File: config.mk
export PLATFORM = sky130hd
export DESIGN_NAME = cond_sub_pipe
export DESIGN_NICKNAME = d
export VERILOG_FILES = /design/src/rtl/cond_sub_pkg.sv /design/src/rtl/cond_sub_core.sv /design/src/rtl/cond_sub_pipe.sv
export SDC_FILE = /design/constraint.sdc
export NUM_CORES = 1
export LEC_CHECK = 0
export ABC_AREA = 1
export CAP_MARGIN = 30
export CORE_ASPECT_RATIO = 2
export CORE_UTILIZATION = 46
export CTS_CLUSTER_DIAMETER = 40
export CTS_CLUSTER_SIZE = 24
export DETAILED_ROUTE_END_ITERATION = 7
export MAX_ROUTING_LAYER = met4
export PLACE_DENSITY = 0.69
export SLEW_MARGIN = 20
export SYNTH_ARGS = -nofsm -noshare
export SYNTH_HDL_FRONTEND = slang
export SYNTH_SLANG_ARGS = --single-unit
File: constraint.sdc
create_clock -name clk -period 14.5 [get_ports clk]
set_input_delay 2.175 -clock clk [delete_from_list [all_inputs] [get_ports clk]]
set_output_delay 2.175 -clock clk [all_outputs]
set_load 0.01 [all_outputs]
File: src/rtl/cond_sub_pkg.sv
// Shared types for the conditional-subtract pipeline.
package cond_sub_pkg;

  localparam int OP_W = 2;

  typedef enum logic [OP_W-1:0] {
    SUB       = 2'd0,
    SUB_INC_Z = 2'd1,
    ABSDIFF   = 2'd2,
    SAT_SUB   = 2'd3
  } cond_sub_op_e;

endpackage

File: src/rtl/cond_sub_core.sv
// Combinational subtract with post-adjust; flags always describe the raw a-b.
module cond_sub_core
  import cond_sub_pkg::*;
#(
  parameter int WIDTH = 32
) (
  input  logic [WIDTH-1:0] a,
  input  logic [WIDTH-1:0] b,
  input  logic             zero,
  input  logic [OP_W-1:0]  op,
  output logic [WIDTH-1:0] result,
  output logic             borrow,
  output logic             ovf
);

  logic [WIDTH:0]   diff;
  logic [WIDTH-1:0] d_lo;
  cond_sub_op_e     op_e;

  assign op_e = cond_sub_op_e'(op);

  // Raw difference, flags, then mode-dependent adjust of the low WIDTH bits.
  always_comb begin
    diff   = {1'b0, a} - {1'b0, b};
    d_lo   = diff[WIDTH-1:0];
    borrow = diff[WIDTH];
    ovf    = (a[WIDTH-1] != b[WIDTH-1]) && (d_lo[WIDTH-1] != a[WIDTH-1]);
    result = d_lo;
    unique case (op_e)
      SUB:       result = d_lo;
      SUB_INC_Z: result = d_lo + {{(WIDTH-1){1'b0}}, zero};
      ABSDIFF:   result = borrow ? (b - a) : d_lo;
      SAT_SUB:   result = borrow ? '0 : d_lo;
      default:   result = d_lo;
    endcase
  end

endmodule

File: src/rtl/cond_sub_pipe.sv
// Two-stage valid/ready subtract pipeline: S1 holds operands, S2 holds results.
module cond_sub_pipe
  import cond_sub_pkg::*;
#(
  parameter int WIDTH = 32,
  parameter int CNT_W = 16
) (
  input  logic             clk,
  input  logic             rst,
  input  logic             in_valid,
  output logic             in_ready,
  input  logic [WIDTH-1:0] in_a,
  input  logic [WIDTH-1:0] in_b,
  input  logic             in_zero,
  input  logic [1:0]       in_op,
  output logic             out_valid,
  input  logic             out_ready,
  output logic [WIDTH-1:0] out_result,
  output logic [WIDTH-1:0] out_a,
  output logic [WIDTH-1:0] out_b,
  output logic             out_zero,
  output logic             out_borrow,
  output logic             out_ovf,
  output logic [CNT_W-1:0] op_count
);

  logic             s1_v_q, s1_v_d;
  logic [WIDTH-1:0] s1_a_q, s1_a_d, s1_b_q, s1_b_d;
  logic             s1_zero_q, s1_zero_d;
  logic [OP_W-1:0]  s1_op_q, s1_op_d;

  logic             s2_v_q, s2_v_d;
  logic [WIDTH-1:0] s2_res_q, s2_res_d, s2_a_q, s2_a_d, s2_b_q, s2_b_d;
  logic             s2_zero_q, s2_zero_d;
  logic             s2_borrow_q, s2_borrow_d;
  logic             s2_ovf_q, s2_ovf_d;

  logic [CNT_W-1:0] cnt_q, cnt_d;

  logic             accept, consume, s2_adv;
  logic [WIDTH-1:0] core_res;
  logic             core_borrow, core_ovf;

  cond_sub_core #(.WIDTH(WIDTH)) u_core (
    .a      (s1_a_q),
    .b      (s1_b_q),
    .zero   (s1_zero_q),
    .op     (s1_op_q),
    .result (core_res),
    .borrow (core_borrow),
    .ovf    (core_ovf)
  );

  // Handshake: S1 may move into S2 when S2 is empty or being drained.
  always_comb begin
    s2_adv   = s1_v_q && (!s2_v_q || out_ready);
    in_ready = !s1_v_q || s2_adv;
    accept   = in_valid && in_ready;
    consume  = s2_v_q && out_ready;
  end

  // Next-state for both stages and the consume counter.
  always_comb begin
    s1_v_d      = s1_v_q;
    s1_a_d      = s1_a_q;
    s1_b_d      = s1_b_q;
    s1_zero_d   = s1_zero_q;
    s1_op_d     = s1_op_q;
    s2_v_d      = s2_v_q;
    s2_res_d    = s2_res_q;
    s2_a_d      = s2_a_q;
    s2_b_d      = s2_b_q;
    s2_zero_d   = s2_zero_q;
    s2_borrow_d = s2_borrow_q;
    s2_ovf_d    = s2_ovf_q;
    cnt_d       = cnt_q;

    if (accept) begin
      s1_v_d    = 1'b1;
      s1_a_d    = in_a;
      s1_b_d    = in_b;
      s1_zero_d = in_zero;
      s1_op_d   = in_op;
    end else if (s2_adv) begin
      s1_v_d = 1'b0;
    end

    if (s2_adv) begin
      s2_v_d      = 1'b1;
      s2_res_d    = core_res;
      s2_a_d      = s1_a_q;
      s2_b_d      = s1_b_q;
      s2_zero_d   = (core_res == '0);
      s2_borrow_d = core_borrow;
      s2_ovf_d    = core_ovf;
    end else if (consume) begin
      s2_v_d = 1'b0;
    end

    if (consume) cnt_d = cnt_q + 1'b1;
  end

  // Pipeline registers; reset drops in-flight beats and clears data.
  always_ff @(posedge clk or posedge rst) begin
    if (rst) begin
      s1_v_q      <= 1'b0;
      s1_a_q      <= '0;
      s1_b_q      <= '0;
      s1_zero_q   <= 1'b0;
      s1_op_q     <= '0;
      s2_v_q      <= 1'b0;
      s2_res_q    <= '0;
      s2_a_q      <= '0;
      s2_b_q      <= '0;
      s2_zero_q   <= 1'b0;
      s2_borrow_q <= 1'b0;
      s2_ovf_q    <= 1'b0;
      cnt_q       <= '0;
    end else begin
      s1_v_q      <= s1_v_d;
      s1_a_q      <= s1_a_d;
      s1_b_q      <= s1_b_d;
      s1_zero_q   <= s1_zero_d;
      s1_op_q     <= s1_op_d;
      s2_v_q      <= s2_v_d;
      s2_res_q    <= s2_res_d;
      s2_a_q      <= s2_a_d;
      s2_b_q      <= s2_b_d;
      s2_zero_q   <= s2_zero_d;
      s2_borrow_q <= s2_borrow_d;
      s2_ovf_q    <= s2_ovf_d;
      cnt_q       <= cnt_d;
    end
  end

  assign out_valid  = s2_v_q;
  assign out_result = s2_res_q;
  assign out_a      = s2_a_q;
  assign out_b      = s2_b_q;
  assign out_zero   = s2_zero_q;
  assign out_borrow = s2_borrow_q;
  assign out_ovf    = s2_ovf_q;
  assign op_count   = cnt_q;

endmodule

==> impl_metrics.json, run 1 <==
{
  "max-vdd-ir-drop_mv": 0.0991,
  "layout-drive-gt1-share_pct": 7.40,
  "io_pins": 188,
  "min_to": "out_result[21]",
  "r2r_setup_slack_ps": 10300,
  "r2r-start": "s1_a_q[0]",
  "nNetsFinal": 2262,
  "netlist_top_cells_area": "dfrtp_1 35%, nand2_1 16%, inv_1 7.6%, nor2_1 6.6%, ha_1 6.2%",
  "p_seq_share_pct": 28.0,
  "ant_nets": 0,
  "p_sw_mw": 1.22,
  "grt_max_degree": 100,
  "maxSlewViolCount": 0,
  "grt_setup_unrepaired": "no",
  "worst_slew_margin_rel_pct": 35.1,
  "hpwl_um": 34800,
  "dieWidth_um": 122,
  "gp_congestion": 0.967,
  "syn-num-nets": 2104,
  "netlist.area_leader.share_pct": 34.7,
  "cp-start-kind": "primary input",
  "place_inst": 2458,
  "htree_levels": 4,
  "synthArstFlopShare_pct": 100,
  "avgViaCountPerCell": 5.20,
  "period_needed_ps": 5710,
  "yosys_warnings": 0,
  "grt_overflow": 0,
  "clk_path_buf_depth": 2,
  "power_density_nw_per_um2": 164,
  "fin_setup_tns_ps": 0,
  "leakage_nw": 8.14,
  "drt_first_iter_violations": 591,
  "portBuffers": 187,
  "synth_seq_area_share_pct": 34.7,
  "drc": 0,
  "clkSinkCount": 184,
  "cts_root_buf": "clkbuf_16",
  "hold_viol_final": 0,
  "first_global_vias": 13000,
  "comb_power_share_pct": 54.5,
  "ctsHoldBuffers": 0,
  "hp-class": "flip-flop to flip-flop",
  "antenna_found_initial": 0,
  "synth_flop_cell": "dfrtp_1",
  "crit_arrival_ps": 3540,
  "clock_latency_ps": 460,
  "r2r_end": "out_zero",
  "critPathKind": "primary input to output pin",
  "max_cap_viol_count": 0,
  "final_cells": 2492,
  "die-area_um2": 29600,
  "internal-power_mw": 1.42,
  "path_max_fanout": 3,
  "drt_pre_antenna_iters": 5,
  "tightest_slew_ps": 965,
  "swShare_pct": 46.2,
  "reg2reg_depth": 22,
  "diodes": 0,
  "totalWireLength_um": 42100,
  "worstHoldStart": "out_result[21]",
  "syn_inst": 1965,
  "status": "completed",
  "hold_path_depth": 2,
  "fmax_ghz": 0.175,
  "skew_ps": 12.0,
  "avgSynthCellArea_um2": 6.76,
  "cts.repair.resized": 0,
  "cts_made_buffers": 17,
  "area_delta_synth_final_pct": 20.7,
  "vias": 13000,
  "ys_seq_elements": 184,
  "final.period_utilization_pct": 39.4,
  "fill_cells": 2837,
  "yosysUniqueCellTypes": 57,
  "grt_pass1_wl_um": 66700,
  "synth_top_cell_by_area": "dfrtp_1",
  "synth_edf_count": 0,
  "clkPwrFrac_pct": 17.4,
  "grt.total_usage_pct": 30.5,
  "syn_area_um2": 13300,
  "startpoint": "out_ready",
  "end_kind": "output pin",
  "fp.dieH_um": 242,
  "cts_setup_buffers": 0,
  "cp_data_required_time_ps": 12320,
  "start_util_pct": 46.9,
  "fp-row-count": 87,
  "cts_tree": "done",
  "fp.coreArea_um2": 28300,
  "setup-violations-final": 0,
  "path_clk_slew_ps": 70,
  "wl_per_cell_um": 16.9
}
## per-layer routing
metal / vias up / track usage, % / routed length [um] / share of wire, %
met3: 93 / 3.51 / 1200 / 2.8
li1: 6535 / - / - / -
met1: 6037 / 31.4 / 15900 / 38
met4: 0 / 17.0 / 2350 / 5.6
met2: 286 / 54.7 / 22700 / 54
met5: - / - / 0 / 0
## cell usage in the layout (no fill, tap or decap), types with 7 or more instances in the layout
master,instances
nor2_4,15
nand4_1,39
nand3_2,13
inv_2,11
ha_1,66
nor3_1,10
clkbuf_16,17
inv_1,267
xor2_1,16
nand3_1,117
nand2_4,12
nor2_1,235
xnor2_1,7
nand2_1,548
a21oi_1,138
dfrtp_1,184
nand2_2,32
clkdlybuf4s50_1,187
a31oi_1,7
nor2_2,14
buf_4,7
o21ai_0,119
## how the worst max path moves through the flow
stage                             end
after floorplan           op_count[0]
after global placement       in_ready
after detailed placement     in_ready
after CTS                    in_ready
after global routing         in_ready
final                        in_ready
## Yosys cell counts, types with 3 or more instances
cell,instances
ha_1,66
o21ai_0,119
nor2_4,15
nand2_4,10
nor2_1,235
xor2_1,16
nand3b_1,5
nand3_1,117
nand2_2,32
nand3_2,13
a21oi_1,138
inv_1,268
o211ai_1,3
clkbuf_1,35
nand4_1,39
dfrtp_1,184
clkbuf_2,4
o21a_1,3
xnor2_1,7
nand2_1,550
a21oi_2,3
a21o_1,3
buf_4,4
o22ai_1,3
nor3_1,10
nor2_2,14
inv_2,11
buf_2,11
or2_2,5
a31oi_1,7
## critical path, cell delays in order
cell and delay (ps):
clkdlybuf4s50_1 510, inv_1 60, nand3_1 200, clkdlybuf4s50_1 590
## state kept, by name (all words and copies together), names as in the netlist
| signal | cells |
|---|---|
| out_a | 32 |
| out_b | 32 |
| out_result | 32 |
| s1_a_q | 32 |
| s1_b_q | 32 |
| op_count | 16 |
| s1_op_q | 2 |
| out_borrow | 1 |
| out_ovf | 1 |
| out_valid | 1 |
| out_zero | 1 |
| s1_v_q | 1 |
| s1_zero_q | 1 |
## through the flow
stage / total power [mW] / utilization, % / area (um2) / setup WS [ps] / hold slack (ps)
final: 2.63 / 56.7 / 16000 / 8790 / 480
after CTS: 2.65 / 56.5 / 16000 / 8790 / 484
after detailed placement: 2.18 / 54.5 / 15400 / 8790 / 465
after global placement: 2.16 / 54.5 / 15400 / 8800 / 458
after global routing: 2.84 / 56.7 / 16000 / 8740 / 505
after floorplan: 1.63 / - / 13300 / 7320 / 486
## layout make-up
class / count / area (um2) / share of cell area (%)
sequential: 184 / 4600 / 28.7
multi-input combinational: 1442 / 7370 / 46.0
clock buffer: 19 / 443 / 2.76
timing repair buffer: 196 / 1980 / 12.3
inverter: 282 / 1070 / 6.65
tap: 356 / 445 / 2.78
clock inverter: 13 / 129 / 0.804
## cells by family (layout without fill, tap and decap cells)
logic type | Yosys count | count (layout) | synth area share (%)
and+or+nand+nor | 1055 | 1055 | 35.3
AOI/OAI and AO/OA | 294 | 294 | 11.8
DFF | 184 | 184 | 34.7
xor gates and xnor gates | 23 | 23 | 1.52
muxes | 2 | 2 | 0.170
buffers and inverters | 339 | 510 | 9.97
adders and majority gates | 68 | 68 | 6.52
## power groups by stage
stage	clock [mW]	combinational [mW]	sequential (mW)
global placement	0	1.41	0.742
CTS	0.471	1.44	0.740
finish	0.460	1.44	0.739
global route	0.489	1.60	0.755
detailed placement	0	1.43	0.748
floorplan	0	0.843	0.787
(Power assumes the default switching activity.)
==> run 2, diff against run 1 <==
--- a/config.mk
+++ b/config.mk
@@ -13,7 +13,7 @@
 export CTS_CLUSTER_SIZE = 24
 export DETAILED_ROUTE_END_ITERATION = 7
 export MAX_ROUTING_LAYER = met4
-export PLACE_DENSITY = 0.69
+export PLACE_DENSITY = 0.72
 export SLEW_MARGIN = 20
 export SYNTH_ARGS = -nofsm -noshare
 export SYNTH_HDL_FRONTEND = slang
==> constraint.sdc (replaced) <==
create_clock -name clk -period 4.9 [get_ports clk]
set_input_delay 0.735 -clock clk [delete_from_list [all_inputs] [get_ports clk]]
set_output_delay 0.735 -clock clk [all_outputs]
set_load 0.01 [all_outputs]
==> run 2 against run 1 <==
Net effect:
- flip-flop and latch count unchanged
- via count rose by 1.8%
- sequential share of layout area about the same
- critical endpoint is now out_zero
- routed wire length is 7.5% higher
- die area did not move
- global-route usage up 2.0 points
- core utilization is essentially flat
- cell count is essentially flat
==> impl_metrics.json, run 2 (same netlist as run 1, synthesis figures left out) <==
{
  "status": "completed",
  "cp_cell_sequence": "inv_1 > ha_1 > inv_1 > fa_1 > nand3_1 > nand3_2 > nand2_1 > nand2_2 > nand2_1 > nand2_2 > nand2_2 > nand2_2 > nor2_2 > nand3_1 > nand2_1 > nor2_1 > nand3_1 > nor2_1 > nand2_1 > nor2_1 > nand2_1 > nor2_1 > nand2_1 > o21bai_2",
  "path_clk_slew_ps": 70,
  "avgViaCountPerCell": 5.29,
  "clkSinkCount": 184,
  "max_cap_viol_count": 0,
  "totalWireLength_um": 45300,
  "fin_util_pct": 56.7,
  "hpwl_um": 37600,
  "skew_ps": 19.8,
  "crit_arrival_ps": 4270,
  "cp-start-kind": "flip-flop",
  "io_pins": 188,
  "grt.total_usage_pct": 32.5,
  "fp.coreArea_um2": 28300,
  "finalPower_mw": 7.98,
  "grt_pass1_wl_um": 70500,
  "clk_path_buf_depth": 2,
  "hp-class": "flip-flop to flip-flop",
  "cpPeakStageDelay_ps": 710,
  "cts_setup_buffers": 0,
  "area_delta_synth_final_pct": 20.7,
  "cts.repair.resized": 0,
  "cp_data_required_time_ps": 5250,
  "period_needed_ps": 3920,
  "drt_pre_antenna_iters": 7,
  "clock_latency_ps": 470,
  "cts_made_buffers": 17,
  "worst_slew_margin_rel_pct": 38.4,
  "critPathKind": "flip-flop to flip-flop",
  "vias": 13200,
  "ctsHoldBuffers": 0,
  "portBuffers": 187,
  "drc": 0,
  "htree_levels": 4,
  "start_util_pct": 46.9,
  "fp.dieH_um": 242,
  "slowest_stage": "nor2_2",
  "power_density_nw_per_um2": 498,
  "layout-drive-gt1-share_pct": 7.31,
  "final_common_cell": "nand2_1",
  "nNetsFinal": 2260,
  "wl_per_cell_um": 18.2,
  "first_global_vias": 13300,
  "tightest_slew_ps": 914,
  "maxSlewViolCount": 0,
  "antenna_found_initial": 0,
  "leakage_nw": 8.13,
  "fmax_ghz": 0.255,
  "end_kind": "flip-flop",
  "final_cell_mix": "548 x nand2_1, 267 x inv_1, 235 x nor2_1",
  "drt_first_iter_violations": 833,
  "routed-wl-met3_um": 1380,
  "gp_congestion": 0.983,
  "final.period_utilization_pct": 80.1,
  "dp_slack_ps": 1060,
  "finalWorstSetupSlack_ps": 977,
  "hold_viol_final": 0,
  "cts_root_buf": "clkbuf_16",
  "top_layer_used": "met4",
  "setup-violations-final": 0,
  "max-vdd-ir-drop_mv": 0.311,
  "cp_common_cell": "nand2_1",
  "met2_length_um": 24900,
  "path_max_fanout": 17,
  "fp-row-count": 87,
  "die-area_um2": 29600,
  "grt_overflow": 0,
  "cts_tree": "done",
  "wl_met1_um": 16900,
  "ant_nets": 0,
  "dieWidth_um": 122,
  "fin_setup_tns_ps": 0,
  "diodes": 0,
  "grt_max_degree": 108,
  "grt_setup_unrepaired": "no"
}
==> run 2: changes by cell type in the layout (fill, tap and decap cells not counted) <==
cell	before	now
buf_12	0	2
buf_16	2	0
buf_4	7	5
bufinv_16	0	1
clkinv_2	2	1
clkinv_8	1	2
clkinvlp_4	1	2
inv_6	2	1
inv_8	5	4
==> run 2: final timing paths <==
kind                                  end  slack, ps  depth (start not counted)           start
setup / recovery                 out_zero        980                         24       s1_a_q[0]
hold / removal             out_result[13]        480                          2  out_result[13]
setup reg to reg                 out_zero        980                         24       s1_a_q[0]
hold reg to reg            out_result[13]        480                          2  out_result[13]
max in group asynchronous      s1_a_q[24]       3120                          3             rst
min in group asynchronous     op_count[7]        690                          2             rst
==> run 2: power breakdown <==
group	total (mW)	leakage [nW]	internal, mW	switching, mW
logic	4.38	5.68	1.58	2.80
clock network	1.41	0.291	0.740	0.672
registers	2.19	2.16	1.93	0.259
==> run 2: worst max-delay path: cells and delay by family (launching register included) <==
family / cells / cell delay [ps]
simple gates: 19 / 2570
fa+ha+maj: 2 / 620
flops: 1 / 380
buf+inv: 2 / 170
compound gates: 1 / 60
==> run 2: routing by layer <==
layer / global-route usage, % / vias up
met4: 15.7 / 0
met5: - / -
met3: 3.30 / 77
met1: 33.3 / 6228
met2: 59.9 / 358
li1: - / 6518
==> run 2: through the flow <==
stage / instance area [um2] / instances / hold WS [ps]
2_1_floorplan: 13300 / 1965 / 486
3_3_place_gp: 15400 / 2458 / 458
3_5_place_dp: 15400 / 2458 / 466
4_1_cts: 16000 / 2490 / 484
5_1_grt: 16000 / 2490 / 498
6_report: 16000 / 2490 / 477
==> run 2: layout make-up <==
class	instances	area [um2]
clock buffers	19	443
clock inverters	13	159
fillers	2790	12300
inverters	282	1070
multi-input cells	1442	7370
flip-flops and latches	184	4600
well taps	356	445
repair buffers	194	1950
==> RTL change 1, RTL diff (config.mk and constraints of run 2) <==
`WIDTH` is set to 32 in 2 places; all go to 36.
--- a/src/rtl/cond_sub_core.sv
+++ b/src/rtl/cond_sub_core.sv
@@ -4,3 +4,3 @@
 #(
-  parameter int WIDTH = 32
+  parameter int WIDTH = 36
 ) (
--- a/src/rtl/cond_sub_pipe.sv
+++ b/src/rtl/cond_sub_pipe.sv
@@ -4,3 +4,3 @@
 #(
-  parameter int WIDTH = 32,
+  parameter int WIDTH = 36,
   parameter int CNT_W = 16
Ports: changed (5 resized); port bits go from 188 to 208. No check against the original RTL was run, so the function may have changed too.
==> RTL change 1 against run 2 <==
- critical path depth down 3
- global-route usage down 0.66 points
- wire length increased by 9.9%
- worst setup slack improved by 0.063 ns
- first-iteration DRC count fell by 17%
- sequential power rose by 11%
- cell count increased by 13%
- area after synthesis grew 11%
- largest cell class unchanged
- critical path type unchanged
- sequential cell count increased by 20
- power increased by 9.5%
- design area increased by 11%
==> RTL change 1: results (changes against run 2) <==
| Metric | Value |
|---|---|
| Outcome | complete, no violations |
| Fin crit share | 78.8% (-1.3 points) |
| Largest net degree at the start of global routing | 110 (+1.9%) |
| Leakage power | 9.07 nW (+12%) |
| Non-clock buffers | 219 (+13%) |
| Seq/Total Area, Yosys | 34.7% (about the same) |
| Number of library cell types mapped by synthesis | 44 (-23%) |
| Sequential share of cell area | 28.6% (-0.11 points) |
| First-pass GRT wire length | 77.0 mm (+9.3%) |
| DRT Pass-1 Iters | 8 (+1) |
| H-tree depth | 1 (-3) |
| Met1 WL | 18.3 mm (+8.0%) |
| Clock Tree Buf Depth | 3 (+1) |
| DP Worst Slack | 1.02 ns (-0.0400 ns) |
| Critical Path AT | 4.32 ns (+0.05 ns) |
| Footprint of the multi-input gates | 0.00806 sq mm (+9.4%) |
| Multi-input comb cells | 1601 (+11%) |
| Final nets | 2542 (+12%) |
| Synth cell count leaders | nand2_1, inv_1, nor2_1 |
| Met2 wire len | 26.3 mm (+5.9%) |
| Vias per Instance | 5.20 (-1.7%) |
| Post-DP Area | 0.0172 sq mm (+11%) |
| Syn_area_per_cell | 6.66 sq um (-1.5%) |
| Clk_lat worst skew | 0.53 ns (+0.06 ns) |
| Crit path max fanout | 4 (-13) |
| Syn nets | 2366 (+12%) |
| Clock skew | 0.0272 ns (+0.00739 ns) |
| Gpl congestion | 0.976 (-0.71%) |
| Worst VDD drop | 0.434 mV (+40%) |
| Met1 Track Usage GR | 32.6% (-0.74 points) |
| FFs & Latches | 204 (+11%) |
| Global Route met2 Usage | 58.5% (-1.4 points) |
| Wirelength, routed | 49.8 mm (+9.9%) |
| Layout fillers | 3259 (+17%) |
| Crit path largest cell delay | 0.58 ns (-0.13 ns) |
RTL change 1: final timing paths:
kind | cells past startpoint | end
max | 21 | out_zero
min | 1 | op_count[15]
max reg2reg | 21 | out_zero
min reg2reg | 1 | op_count[15]
max in group asynchronous | 3 | out_b[6]
min in group asynchronous | 2 | s1_a_q[35]
RTL change 1: kinds of logic (layout without fill, tap and decap cells):
| kind of cell | after synthesis | in the layout | synth area share, % |
|---|---|---|---|
| fa+ha+maj | 76 | 76 | 6.56 |
| xor+xnor | 32 | 32 | 1.90 |
| compound gates | 324 | 324 | 11.6 |
| buf+inv | 406 | 594 | 10.7 |
| mux | 1 | 1 | 0.0765 |
| flops | 204 | 204 | 34.7 |
| simple gates | 1168 | 1168 | 34.4 |
RTL change 1: through the flow:
stage / hold slack, ns / cells
CTS: 0.477 / 2821
floorplan: 0.486 / 2211
finish: 0.474 / 2822
global placement: 0.465 / 2788
detailed placement: 0.464 / 2788
global route: 0.483 / 2822
==> RTL change 2, RTL diff (config.mk and constraints of run 2) <==
Made on the original files. Remove the case item `SUB_INC_Z` of the case on `op_e`.
--- a/src/rtl/cond_sub_core.sv
+++ b/src/rtl/cond_sub_core.sv
@@ -30,3 +30,2 @@
       SUB:       result = d_lo;
-      SUB_INC_Z: result = d_lo + {{(WIDTH-1){1'b0}}, zero};
       ABSDIFF:   result = borrow ? (b - a) : d_lo;
Behaviour: not the same (a bounded check fails within 4 cycles, from zero or initial values and one cycle with rst high).
==> RTL change 2 against run 2 <==
- sequential cell count decreased by 1
- maximum frequency increased by 8.8%
- wire length decreased by 24%
- count of clock-buffer cells in the layout increased by 3
- power decreased by 12%
- design area decreased by 10%
- area after synthesis decreased by 12%
- worst setup slack improved by 0.32 ns
- largest cell class unchanged
- highest routed layer unchanged
==> RTL change 2: results (changes against run 2) <==
| Metric | Value |
|---|---|
| Post-DP Area | 0.0138 sq mm (-10%) |
| Outcome | complete, no violations |
| Largest net degree at the start of global routing | 106 (-1.9%) |
| Largest cells by area after synthesis | dfrtp_1, nand2_1, inv_1, ha_1, nor2_1 |
| DP Wirelength | 27.7 mm (-26%) |
| DRT Pass-1 Iters | 5 (-2) |
| Syn nets | 1822 (-13%) |
| Synth cell count leaders | nand2_1, inv_1, dfrtp_1 |
| Leakage power | 7.59 nW (-6.6%) |
| First-pass GRT wire length | 54.5 mm (-23%) |
| Syn_area_per_cell | 6.96 sq um (+3.0%) |
| Crit path largest cell delay | 0.54 ns (-0.17 ns) |
| Footprint of the multi-input gates | 0.00593 sq mm (-19%) |
| Number of global-route vias before repair | 10524 (-21%) |
| Clk_lat worst skew | 0.45 ns (-0.02 ns) |
| Met1 Track Usage GR | 30.8% (-2.5 points) |
| Synthesized area | 0.0117 sq mm (-12%) |
| Global Route met2 Usage | 51.7% (-8.2 points) |
| Critical Path AT | 3.99 ns (-0.28 ns) |
| GRT Util Overall | 28.4% (-4.1 points) |
| Final nets | 1982 (-12%) |
| Crit path max fanout | 28 (+11) |
| Layout fillers | 2504 (-10%) |
| DP Worst Slack | 1.30 ns (+0.239 ns) |
| Met3 Use GR | 3.02% (-0.27 points) |
| Vias per Instance | 4.99 (-5.8%) |
| Worst VDD drop | 0.295 mV (-5.3%) |
| CTS root buf | clkbuf_16 |
| Fraction of layout cells with a size suffix above 1 | 3.88% (-3.4 points) |
| Initial DRC count | 584 (-30%) |
| Slowest cell on crit path | a21oi_4 |
| Clock skew | 0.0116 ns (-0.00818 ns) |
| Tightest Pin Transition | 0.935 ns (+0.0212 ns) |
| Port bufs | 186 (-0.53%) |
| Number of library cell types mapped by synthesis | 37 (-35%) |
| Wirelength, routed | 34.4 mm (-24%) |
| Dpl cells | 2160 (-12%) |
[RTL change 2: cell types whose count changed in the layout (fill, tap and decap cells not counted), sizes merged, moves of 22 or more]
cell   before  now
a21oi     142  115
o21ai     121   99
nor2      264  181
inv       284  254
nand3     132   92
nand2     592  550
[RTL change 2: cell type report]
cell class | instances | area share [%]
clock inverters | 10 | 0.824
flip-flops and latches | 183 | 31.7
repair buffers | 193 | 13.4
multi-input cells | 1192 | 41.1
well taps | 336 | 2.91
inverters | 256 | 6.69
clock buffers | 22 | 3.29
[RTL change 2: tightest hold or removal path, cell delays in order (launching register included)]
cell and delay, ns:
dfrtp_1 0.34, nand2_1 0.05, nand2_1 0.05
[RTL change 2: power by group]
| part | internal (mW) | switching (mW) |
|---|---|---|
| combinational | 1.38 | 2.07 |
| clock | 0.793 | 0.593 |
| sequential | 1.92 | 0.244 |
[RTL change 2: cell families (layout without fill, tap and decap cells)]
kind of cell	after synthesis	in the layout	synth area share, %
simple gates	854	854	29.9
mux	2	2	0.192
flops	183	183	39.1
xor+xnor	33	33	2.47
compound gates	235	235	10.6
buf+inv	308	481	10.4
fa+ha+maj	68	68	7.39
[RTL change 2: final timing paths]
check / startpoint / to / slack [ns] / cells past startpoint
max: s1_a_q[23] / out_zero / 1.30 / 17
min: out_result[21] / out_result[21] / 0.48 / 2
max reg2reg: s1_a_q[23] / out_zero / 1.30 / 17
min reg2reg: out_result[21] / out_result[21] / 0.48 / 2
max in group asynchronous: rst / s1_a_q[5] / 3.08 / 4
min in group asynchronous: rst / out_b[24] / 0.78 / 3
[RTL change 2: layer usage]
metal	share of wire [%]	vias to the layer above
met5	0	-
met4	3.6	0
met3	3.3	61
met2	54	262
met1	39	5050
li1	-	5562
